<file path="config.mk">
export PLATFORM = sky130hd
export DESIGN_NAME = rrc_fir_sym_prog
export DESIGN_NICKNAME = d
export VERILOG_FILES = /design/src/rtl/rrc_pkg.sv /design/src/rtl/rrc_sum_tree.sv /design/src/rtl/rrc_fir_sym_prog.sv
export SDC_FILE = /design/constraint.sdc
export NUM_CORES = 2
export LEC_CHECK = 0
export ABC_AREA = 1
export CAP_MARGIN = 20
export CORE_MARGIN = 3
export CORE_UTILIZATION = 40
export CTS_CLUSTER_DIAMETER = 200
export DETAILED_ROUTE_END_ITERATION = 8
export SYNTH_ARGS = -nofsm -noshare
export SYNTH_HDL_FRONTEND = slang
export SYNTH_HIERARCHICAL = 1
export SYNTH_SLANG_ARGS = --single-unit
</file>
<file path="constraint.sdc">
create_clock -name clk -period 5.3 [get_ports clk]
set_clock_uncertainty 0.2 [all_clocks]
set_input_delay 0.53 -clock clk [delete_from_list [all_inputs] [get_ports clk]]
set_output_delay 0.53 -clock clk [all_outputs]
set_load 0.02 [all_outputs]
</file>
<file path="src/rtl/rrc_pkg.sv">
// rtl/rrc_pkg.sv - shared defaults, default RRC coefficients and helpers for the symmetric FIR
package rrc_pkg;

    function automatic int clog2(input int value);
        int r;
        r = 0;
        for (int i = 0; i < 31; i++)
            if ((1 << i) < value) r = i + 1;
        return r;
    endfunction

    localparam int RRC_DW    = 7;
    localparam int RRC_CW    = 9;
    localparam int RRC_NTAPS = 33;
    localparam int RRC_NUNIQ = (RRC_NTAPS + 1) / 2;

    // Unique taps of the 33-tap RRC, index 0 = outermost, 16 = centre.
    localparam logic [0:RRC_NUNIQ-1][8:0] RRC_DEFAULT_COEF = {
        9'h000, 9'h1FF, 9'h001, 9'h000, 9'h1FF, 9'h002, 9'h000, 9'h1FE, 9'h002,
        9'h000, 9'h1FA, 9'h008, 9'h00A, 9'h1E4, 9'h1F2, 9'h06F, 9'h0C4
    };

    // Centre-aligned lookup; taps beyond the stored set read as zero.
    function automatic logic signed [8:0] rrc_default_coef(input int k, input int nuniq);
        int idx;
        idx = k + RRC_NUNIQ - nuniq;
        if (idx < 0 || idx >= RRC_NUNIQ) return '0;
        return RRC_DEFAULT_COEF[idx];
    endfunction

endpackage

</file>
<file path="src/rtl/rrc_sum_tree.sv">
// rtl/rrc_sum_tree.sv - registered group partial sums followed by a combinational final add
module rrc_sum_tree
    import rrc_pkg::*;
#(
    parameter int N     = 17,
    parameter int GROUP = 8,
    parameter int IW    = 17,
    parameter int OW    = 22
) (
    input  logic                 clk,
    input  logic                 rstn,
    input  logic signed [IW-1:0] i_prod [N],
    output logic signed [OW-1:0] o_total
);
    localparam int NGRP = (N + GROUP - 1) / GROUP;
    localparam int SW   = IW + clog2(GROUP);

    logic signed [SW-1:0] w_part [NGRP];
    logic signed [SW-1:0] r_part [NGRP];

    always_comb begin
        logic signed [SW-1:0] v_acc;
        for (int g = 0; g < NGRP; g++) begin
            v_acc = '0;
            for (int k = 0; k < N; k++)
                if (k / GROUP == g) v_acc = v_acc + SW'(i_prod[k]);
            w_part[g] = v_acc;
        end
    end

    always_ff @(posedge clk or negedge rstn) begin
        if (!rstn) begin
            for (int g = 0; g < NGRP; g++) r_part[g] <= '0;
        end else begin
            for (int g = 0; g < NGRP; g++) r_part[g] <= w_part[g];
        end
    end

    always_comb begin
        o_total = '0;
        for (int g = 0; g < NGRP; g++) o_total = o_total + OW'(r_part[g]);
    end

endmodule

</file>
<file path="src/rtl/rrc_fir_sym_prog.sv">
// rtl/rrc_fir_sym_prog.sv - streaming symmetric RRC FIR, folded pre-add, double-buffered coefficients
module rrc_fir_sym_prog
    import rrc_pkg::*;
#(
    parameter int DW       = RRC_DW,
    parameter int CW       = RRC_CW,
    parameter int NTAPS    = RRC_NTAPS,
    parameter int SHIFT    = 8,
    parameter int ROUND_EN = 1,
    parameter int GROUP    = 8
) (
    input  logic                              clk,
    input  logic                              rstn,
    input  logic                              in_valid,
    input  logic signed [DW-1:0]              data_in,
    input  logic                              coef_we,
    input  logic [clog2((NTAPS+1)/2)-1:0]     coef_addr,
    input  logic signed [CW-1:0]              coef_data,
    input  logic                              coef_swap,
    output logic                              out_valid,
    output logic signed [DW-1:0]              data_out,
    output logic                              out_sat
);
    localparam int NUNIQ = (NTAPS + 1) / 2;
    localparam int PW    = DW + 1;
    localparam int MW    = DW + CW + 1;
    localparam int TW    = MW + clog2(NUNIQ);
    localparam logic signed [TW:0] RND  = (ROUND_EN != 0 && SHIFT > 0) ? (TW+1)'(1) <<< (SHIFT - 1) : '0;
    localparam logic signed [TW:0] OMAX = (TW+1)'((1 << (DW - 1)) - 1);
    localparam logic signed [TW:0] OMIN = ~OMAX;

    logic signed [DW-1:0] r_x      [NTAPS];
    logic signed [CW-1:0] r_shadow [NUNIQ];
    logic signed [CW-1:0] r_active [NUNIQ];
    logic signed [PW-1:0] r_pre    [NUNIQ];
    logic signed [MW-1:0] r_prod   [NUNIQ];
    logic [3:0]           r_vld;

    logic signed [TW-1:0] w_total;
    logic signed [TW:0]   w_rnd;
    logic signed [TW:0]   w_shr;
    logic                 w_hi;
    logic                 w_lo;

    rrc_sum_tree #(
        .N     (NUNIQ),
        .GROUP (GROUP),
        .IW    (MW),
        .OW    (TW)
    ) u_sum (
        .clk     (clk),
        .rstn    (rstn),
        .i_prod  (r_prod),
        .o_total (w_total)
    );

    // One extra bit keeps the rounding add from wrapping at full scale.
    assign w_rnd = (TW+1)'(w_total) + RND;
    assign w_shr = w_rnd >>> SHIFT;
    assign w_hi  = (w_shr > OMAX);
    assign w_lo  = (w_shr < OMIN);

    always_ff @(posedge clk or negedge rstn) begin
        if (!rstn) begin
            for (int k = 0; k < NTAPS; k++) r_x[k] <= '0;
            for (int k = 0; k < NUNIQ; k++) begin
                r_shadow[k] <= '0;
                r_active[k] <= CW'(rrc_default_coef(k, NUNIQ));
                r_pre[k]    <= '0;
                r_prod[k]   <= '0;
            end
            r_vld     <= '0;
            out_valid <= 1'b0;
            data_out  <= '0;
            out_sat   <= 1'b0;
        end else begin
            if (in_valid) begin
                r_x[0] <= data_in;
                for (int k = 1; k < NTAPS; k++) r_x[k] <= r_x[k-1];
            end
            for (int k = 0; k < NUNIQ; k++) begin
                r_pre[k]  <= (k == NUNIQ - 1) ? PW'(r_x[k]) : PW'(r_x[k]) + PW'(r_x[NTAPS-1-k]);
                r_prod[k] <= MW'(r_pre[k]) * MW'(r_active[k]);
            end
            // Swap copies the shadow as it stood before any same-cycle write.
            if (coef_swap) r_active <= r_shadow;
            if (coef_we && int'(coef_addr) < NUNIQ) r_shadow[coef_addr] <= coef_data;
            r_vld     <= {r_vld[2:0], in_valid};
            out_valid <= r_vld[3];
            if (r_vld[3]) begin
                data_out <= w_hi ? DW'(OMAX) : (w_lo ? DW'(OMIN) : DW'(w_shr));
                out_sat  <= w_hi | w_lo;
            end
        end
    end

endmodule

</file>
**Word level (Yosys, flattened, before mapping)**

Index checks and enable logic that the tools add are counted.

- $add $sub $neg: 33
- Multipliers: 17
- Order comparisons: 5
- Muxes and demuxes: 5
- Bitwise gates (word level): 2
- Reduce and logical (&&, ||, !) cells: 2

Operator list:

| cell | number |
|---|---|
| 8-bit by 9-bit multiplier with 17-bit output | 16 |
| 20-bit by 17-bit adder with 20-bit output | 10 |
| 153-bit bitwise mux | 1 |
| 7-bit by 7-bit adder with 8-bit output | 16 |
| 9-bit demux with 5-bit select | 1 |
| 18-bit by 17-bit adder with 19-bit output | 2 |
| 17-bit by 17-bit adder with 18-bit output | 2 |
| 22-bit by 9-bit adder with 23-bit output, second input constant | 1 |
| 21-bit by 16-bit adder with 22-bit output | 1 |
| 20-bit by 20-bit adder with 21-bit output | 1 |
| 7-bit by 9-bit multiplier with 16-bit output | 1 |
| 15-bit by 7-bit greater-than comparator with 1-bit output, second input constant | 1 |
| 15-bit by 7-bit less-than comparator with 1-bit output, second input constant | 1 |
| 7-bit two-way mux | 2 |
| 9-bit two-way mux | 1 |
| 6-bit >= comparator, second input constant | 1 |
| 6-bit by 1-bit less-than comparator with 1-bit output, second input constant | 1 |
| 5-bit NOT with 6-bit output | 1 |
| 5-bit less-than comparator, second input constant | 1 |
| 1-bit logical AND | 2 |
| 1-bit OR | 1 |

- Register bits after elaboration: 1029
- Bits of input ports: 26
- Output and inout bits: 9
- Logic and storage cells: 172

**Depth between registers and ports, before layout**

- Depth after elaboration: 7
- Mapped depth: 27
- Depth with buffers taken out: 27

**Cells and area by module**

Netlist, hierarchy kept.

Modules (own cells, without submodules):

| module | times used | cells each | area each (um2) | seq. area each (um2) |
|---|---|---|---|---|
| rrc_fir_sym_prog | 1 | 9268 | 82688.1 | 24422.2 |
| rrc_sum_tree | 1 | 1247 | 10645.2 | 1426.4 |

**Worst setup path before layout**

OpenSTA, ideal clock, no wires.

- Path kind: reg2reg
- Start point: reg r_active[115] (netlist name)
- End point: reg r_prod[218] (netlist name)
- Setup time: 0.125 ns
- Data arrival time: 4.225 ns
- Required time: 4.975 ns
- Setup slack: 0.750 ns
- Cell stages (with the launch flop): 17
- Buffers on the path: 1
- Clock period less this slack: 4.550 ns
- Path through: dfstp_2 -> clkbuf_1 -> nand2_1 -> fa_1 -> fa_1 -> inv_1 -> fa_1 -> inv_1 -> fa_1 -> inv_1 -> ha_1 -> nand2_1 -> o21ai_0 -> a21boi_0 -> o21ai_0 -> a21oi_1 -> xnor2_1

- Cells in the longest elaborated chain, start to end: 1

Ends and longest elaborated chain:

| item | line | text |
|---|---|---|
| start, declared | rrc_fir_sym_prog.sv:34 | `logic signed [CW-1:0] r_active [NUNIQ];` |
| start signal, assigned by index | rrc_fir_sym_prog.sv:68 | `r_active[k] <= CW'(rrc_default_coef(k, NUNIQ));` |
| start signal, assigned | rrc_fir_sym_prog.sv:86 | `if (coef_swap) r_active <= r_shadow;` |
| 8-bit by 9-bit multiplier with 17-bit output | rrc_fir_sym_prog.sv:83 | `r_prod[k] <= MW'(r_pre[k]) * MW'(r_active[k]);` |
| end signal, assigned by index | rrc_fir_sym_prog.sv:83 |  |
| end, declared | rrc_fir_sym_prog.sv:36 | `logic signed [MW-1:0] r_prod [NUNIQ];` |

No other way between the ends.
A chain may end at the register's enable or synchronous reset.

**Worst setup path in the final report**

- Start point: reg r_pre[87] (netlist name)
- End point: reg r_prod[184] (netlist name)

- Cells in the longest elaborated chain, start to end: 1

Ends and longest elaborated chain:

| item | line | text |
|---|---|---|
| start, declared | rrc_fir_sym_prog.sv:35 | `logic signed [PW-1:0] r_pre [NUNIQ];` |
| start signal, assigned by index | rrc_fir_sym_prog.sv:82 | `r_pre[k] <= (k == NUNIQ - 1) ? PW'(r_x[k]) : PW'(r_x[k]) + PW'(r_x[NTAPS-1-k]);` |
| 8-bit by 9-bit multiplier with 17-bit output | rrc_fir_sym_prog.sv:83 |  |

No other way between the ends.

==> flow_summary.toml <==
[die]
dieArea_um2 = 239000
die_w_um = 489
initial_core_util_pct = 40.4
rows = 176
die_y_um = 489
core_um2 = 231000
io_pins = 35

[hold_path]
hold_path.class = "in -> reg"

[detailed_routing]
drc = 0
wl_per_cell_um = 16.8
vias = 63000
drtIter0Drc = 3817
vias_per_cell = 4.68
routed_wl_mm = 227
drtPass1Iterations = 6
postRouteAntennaNets = 0

[final_layout]
nets = 12300
fill_cells = 22400
areaGrowthSynthToFinish_pct = 7.94
instances_no_fill = 13500
drive_gt1_share_pct = 4.76

[timing]
fmax_ghz = 0.210
rsz0062_at_grt = "no"
hold_viol = 0
slew_violations = 0
setup_violations = 0
fin_crit_ns = 4.76
fin_crit_sh_pct = 89.8
timing.setup.tns_ns = 0
whs_ns = 0.0415
relSlewSlack_pct = 33.6
tightest_slew_ns = 0.997

[critical_path]
crit_required_ns = 5.79
critical_path_class = "reg -> reg"
crit_path_start_kind = "flop"
cp_max_fo = 9
setup.worst_path.end_class = "flop"
worstPathArrival_ns = 5.25

[job]
timing.max_cap.violations = 0

[placed_design]
port_buffers = 34
gp_congestion = 0.912
dp_cells = 13200
dp_hpwl_mm = 183

[clock_tree]
h-tree-depth = 3
clockRootBuffer = "clkbuf_16"
clk_latency_ns = 0.79
cts_resized = 0
clk_pin_slew_ns = 0.06
cts_buffers = 115
tritoncts = "built"
cts_buffer_depth = 3
cts.sinks = 1030

[global_routing]
grt_pass1_vias = 67000
grt.overflow.total = 0
track_usage_pct = 19.8
grt_pass1_wl_mm = 371
grt_max_degree = 143
antenna_found_initial = 15

[yosys]
syn_avg_cell_area_um2 = 8.88
syn_inst = 10500
mappedNetlistArea_um2 = 93300
synth_warnings = 6
synth_nets = 12500

[run_status]
outcome = "finished, final reports clean"
worst max-delay path, cell delays in order (launching register included):
cell and delay (ns):
dfrtp_1 0.36, clkinv_1 0.27, nor2_1 0.26, fa_1 0.46
fa_1 0.54, fa_1 0.55, inv_1 0.05, fa_1 0.53
inv_1 0.04, ha_1 0.34, nand2_1 0.11, nor3_1 0.21
nor2_1 0.11, o21ai_0 0.31, nand3_1 0.11, nand2_1 0.09
xor2_1 0.15
metrics by stage:
stage | area [µm²] | worst slack [ns] | util [%]
after floorplan | 93300 | 0.750 | -
after global placement | 96500 | 0.591 | 41.8
after detailed placement | 96500 | 0.547 | 41.8
after CTS | 101000 | 0.529 | 43.6
after global routing | 101000 | 0.187 | 43.6
final | 101000 | 0.542 | 43.6
final timing paths:
| kind | start | endpoint | slack [ns] | depth (start not counted) |
|---|---|---|---|---|
| max | r_pre[87] | r_prod[184] | 0.54 | 16 |
| min | in_valid | r_x[21] | 0.04 | 2 |
| max reg2reg | r_pre[87] | r_prod[184] | 0.54 | 16 |
| min reg2reg | r_prod[12] | u_sum/r_part[12] | 0.14 | 0 |
| max in group asynchronous | rstn | r_active[48] | 3.37 | 4 |
| min in group asynchronous | rstn | r_shadow[111] | 0.06 | 2 |
metal layers:
metal | up-vias | GRT usage [%] | wire [µm]
li1 | 30300 | - | -
met1 | 31300 | 26.0 | 98700
met2 | 1107 | 33.7 | 110000
met3 | 341 | 1.95 | 8030
met4 | 0 | 7.60 | 10200
met5 | - | 0 | 0
final cells by class:
cell class                 instances  area, µm²  share of cell area, %
antenna                           13       32.5                 0.0323
clock buffer                     158       3270                   3.25
clock inverter                    62        915                  0.908
inverter                        2964      11100                   11.0
multi-input combinational       6148      54900                   54.5
sequential                      1030      25800                   25.7
tap                             3026       3790                   3.76
timing repair buffer              72        835                  0.829
flip-flops by register name, indices dropped and copies added, names as in the netlist:
signal / count
out_sat: 1
data_out: 7
r_prod: 288
r_x: 231
r_vld: 4
out_valid: 1
r_shadow: 153
u_sum/r_part: 57
r_pre: 135
r_active: 153
repair_timing:
action	CTS	global route
buffers inserted	0	0
setup endpoints to repair	0	0
hold endpoints to repair	100	0
hold buffers	1	0
placed cells by master (no fill, tap or decap), drive strengths merged, types with 4 or more instances in the layout:
cell type	instances
ha	701
nand3b	4
clkinv	47
or2	5
a31oi	4
diode	13
buf	38
xor2	237
a21oi	438
nand3	179
bufinv	18
o21ai	402
xnor2	159
nor3	31
nand2	2022
a21o	13
dfrtp	971
nor2	436
clkdlybuf4s50	31
mux2	133
fa	1272
dfstp	59
clkinvlp	6
a211oi	6
clkbuf	160
o2111ai	24
inv	2955
and2	10
o21bai	37
nand4	29
Power is left out: the tool's default activity adds up to more than one toggle a clock period on the data nets, which glitch-free logic cannot reach.
